$ cat src/rtl/seq_decoder.sv
// Registered select decoder with a direct-decode mode and an up/down scan mode.
// Outputs are the registered index, its one-hot decode, a valid flag and a wrap pulse.
module seq_decoder #(
    parameter  int SEL_W = 2,
    localparam int N_OUT = 2 ** SEL_W
) (
    input  logic             clk,
    input  logic             rst,
    input  logic             en,
    input  logic             mode,
    input  logic [SEL_W-1:0] sel,
    input  logic             load,
    input  logic             dir,
    output logic [N_OUT-1:0] d_out,
    output logic [SEL_W-1:0] idx_out,
    output logic             valid,
    output logic             wrap
);

    logic [SEL_W-1:0] idx_q;
    logic [SEL_W-1:0] idx_nxt;
    logic [N_OUT-1:0] d_nxt;
    logic             valid_nxt;
    logic             wrap_nxt;

    always_comb begin
        idx_nxt   = idx_q;
        valid_nxt = valid;
        wrap_nxt  = 1'b0;

        if (!mode) begin
            if (en) begin
                idx_nxt   = sel;
                valid_nxt = 1'b1;
            end else begin
                valid_nxt = 1'b0;
            end
        end else if (load) begin
            idx_nxt   = sel;
            valid_nxt = 1'b1;
        end else if (en) begin
            valid_nxt = 1'b1;
            if (!dir) begin
                idx_nxt  = idx_q + SEL_W'(1);
                wrap_nxt = (idx_q == {SEL_W{1'b1}});
            end else begin
                idx_nxt  = idx_q - SEL_W'(1);
                wrap_nxt = (idx_q == '0);
            end
        end

        // d_out always tracks the index it names, or is zero when not valid;
        // this keeps a paused scan and a disabled direct decode consistent.
        d_nxt = '0;
        if (valid_nxt) begin
            d_nxt[idx_nxt] = 1'b1;
        end
    end

    always_ff @(posedge clk) begin
        if (rst) begin
            idx_q <= '0;
            d_out <= '0;
            valid <= 1'b0;
            wrap  <= 1'b0;
        end else begin
            idx_q <= idx_nxt;
            d_out <= d_nxt;
            valid <= valid_nxt;
            wrap  <= wrap_nxt;
        end
    end

    assign idx_out = idx_q;

endmodule

$ cat config.mk
export PLATFORM = sky130hd
export DESIGN_NAME = seq_decoder
export DESIGN_NICKNAME = d
export VERILOG_FILES = /design/src/rtl/seq_decoder.sv
export SDC_FILE = /design/constraint.sdc
export NUM_CORES = 1
export LEC_CHECK = 0
export ABC_AREA = 1
export CAP_MARGIN = 25
export CORE_AREA = 5 5 42 44
export DETAILED_ROUTE_END_ITERATION = 6
export DIE_AREA = 0 0 47 49
export PLACE_DENSITY = 0.54
export SLEW_MARGIN = 10
export SYNTH_ARGS = -nofsm -noshare
export SYNTH_HDL_FRONTEND = slang
export SYNTH_SLANG_ARGS = --single-unit
$ cat constraint.sdc
create_clock -name clk -period 1.5 [get_ports clk]
set_input_delay 0.3 -clock clk [delete_from_list [all_inputs] [get_ports clk]]
set_output_delay 0.3 -clock clk [all_outputs]
set_load 0.005 [all_outputs]
==> impl_metrics.py <==
metrics = {
    "detailed_routing": {
        "wirelength_um": 762,
        "vias": 376,
        "postRouteAntennaNets": 0,
        "drtPass1Iterations": 4,
        "drt_iter0_markers": 3,
        "routedWlPerCell_um": 8.96,
        "via_per_inst": 4.42,
        "drc_errors": 0,
    },
    "synth": {
        "async_flop_share": 0,
        "synth_edf_count": 0,
        "netlist_area_um2": 360,
        "synth-seq-area-share": 0.444,
        "synth-main-ff-cell": "dfxtp_1",
        "syn_area_per_cell_um2": 7.21,
        "syn_inst": 50,
        "syn_nets": 58,
        "ys_ff_latch": 8,
        "synth_cell_types": 15,
        "yosys_warnings": 0,
    },
    "timing": {
        "finalMaxSlewViolations": 0,
        "tns_ps": 0,
        "tightest_slew_ps": 241,
        "rsz0062_at_grt": "false",
        "finalSetupViolations": 0,
        "period_needed_ps": 1430,
        "setup_ws_ps": 71.9,
        "slew_headroom": 0.838,
        "fmax_mhz": 700,
        "final_hold_viol_count": 0,
        "finClkSkew_ps": 3.61,
        "min_period_over_period": 0.952,
        "whs_ps": 530,
    },
    "floorplan": {
        "die_h_um": 49,
        "die_w_um": 47,
        "rows": 14,
        "core-area_um2": 1400,
        "die-area_um2": 2300,
        "start_util": 0.257,
        "io_pins": 16,
    },
    "global_route": {
        "grt_pass1_vias": 343,
        "antenna_found_initial": 0,
        "grt_usage": 0.0790,
        "grt_start_max_net_pins": 8,
        "overflow": 0,
        "grt_pass1_wl_um": 1300,
    },
    "critical_path": {
        "max_stage_delay_ps": 510,
        "worstPathArrival_ps": 1130,
        "cp-start-kind": "flop",
        "path_class": "reg -> out",
        "crit_path_max_fanout": 5,
        "cp_top_family": "buffers and inverters",
        "r2r_slack_ps": 440,
        "worstRegToRegCells": 8,
        "slowest_stage": "clkdlybuf4s50_1",
        "critPathRequiredTime_ps": 1200,
        "cp-end-kind": "output pin",
        "crit_chain": "clkdlybuf4s50_1",
        "cp_num_buf_inv": 1,
        "crit_cells": 1,
    },
    "clocking": {
        "clk-insertion-delay-late_ps": 250,
        "cts_max_path_buffers": 2,
        "clock-root-buffer": "clkbuf_4",
        "hold_buffers": 0,
        "cts_buffers": 3,
        "clock-sinks": 8,
        "cts_tree": "built",
        "clkTransAtPathRegs_ps": 50,
        "ctsHtreeMaxLevel": 1,
    },
    "cells_and_area": {
        "final_common_cell": "clkdlybuf4s50_1",
        "final_nets": 79,
        "antenna_cells": 0,
        "drive_gt1_frac": 0.174,
        "most-common-layout-cells": "15 x clkdlybuf4s50_1, 10 x nand2_1, 7 x inv_1, 7 x dfxtp_1, 5 x a21oi_1",
        "final_cell_area_um2": 562,
        "syn2layout_area_growth_pct": 55.9,
    },
    "place": {
        "io_buffers": 15,
        "place_ws_ps": -71.7,
        "place_area_um2": 538,
        "gp_congestion": 0.726,
        "place_hpwl_um": 638,
    },
    "power_and_ir_drop": {
        "total_power_uw": 499,
        "powerDensity_nw_per_um2": 888,
        "worst_ir_drop_vdd_mv": 0.583,
        "p_leak_uw": 0.000245,
    },
    "status": {
        "status": "complete, no violations",
    },
    "job": {
        "max_cap_viol_count": 0,
    },
    "hold_path": {
        "hold_path_class": "reg -> reg",
        "holdPathStages": 2,
    },
}
==> cells by family (layout without fill, tap and decap cells) <==
| group | after synthesis | after routing | share of synthesized area |
|---|---|---|---|
| AND/OR/NAND/NOR | 22 | 22 | 0.292 |
| AO/OA/AOI/OAI | 11 | 11 | 0.170 |
| buffers and inverters | 9 | 28 | 0.0938 |
| flip-flops | 8 | 8 | 0.444 |
==> Yosys cell counts, types with 2 or more instances <==
cell type,n,area (um2)
a21oi_1,5,25.0
dfxtp_1,8,160
inv_1,7,26.3
inv_2,2,7.51
nand2_1,10,37.5
nand2_2,2,12.5
nand3_1,3,15.0
nand4_1,2,12.5
nor2_1,3,11.3
o21ai_0,3,15.0
==> sequential cells by signal, summed over array words and instances, names as in the netlist <==
register	cells
valid	1
wrap	1
d_out	4
idx_out	2
==> per-layer routing <==
metal / GRT usage / routed length, um / vias up
met5: 0 / 0 / -
met4: 0.0276 / 6 / 0
met3: 0.0664 / 106 / 2
met2: 0.113 / 330 / 16
met1: 0.0839 / 317 / 158
li1: - / - / 200
==> through the flow <==
| step | instances | util |
|---|---|---|
| floorplan | 50 | - |
| global route | 85 | 0.401 |
| global placement | 82 | 0.384 |
| CTS | 85 | 0.401 |
| finish | 85 | 0.401 |
| detailed placement | 82 | 0.384 |
==> power by group <==
group / internal, uW / switching [uW] / total [uW]
clock network: 91.2 / 67.9 / 159
logic: 56.9 / 50.0 / 107
registers: 226 / 6.63 / 233
total: 374 / 125 / 499
==> worst paths after layout <==
check	from	to
min reg2reg	idx_out[1]	wrap
max	idx_out[0]	idx_out[0]
min	idx_out[1]	wrap
max reg2reg	idx_out[0]	idx_out[1]
==> timing repair <==
action	4_1_cts	5_1_grt
resized for setup	1	0
setup buffers	0	0
endpoints found under the hold margin	0	0
endpoints found under the setup margin	1	0
==> area by class of cell <==
cell class	instances	area (um2)
tap	16	20.0
timing repair buffer	16	158
fill	158	840
sequential	8	161
clock buffer	3	22.5
multi-input combinational	33	166
inverter	9	33.8
(Power assumes the default switching activity.)
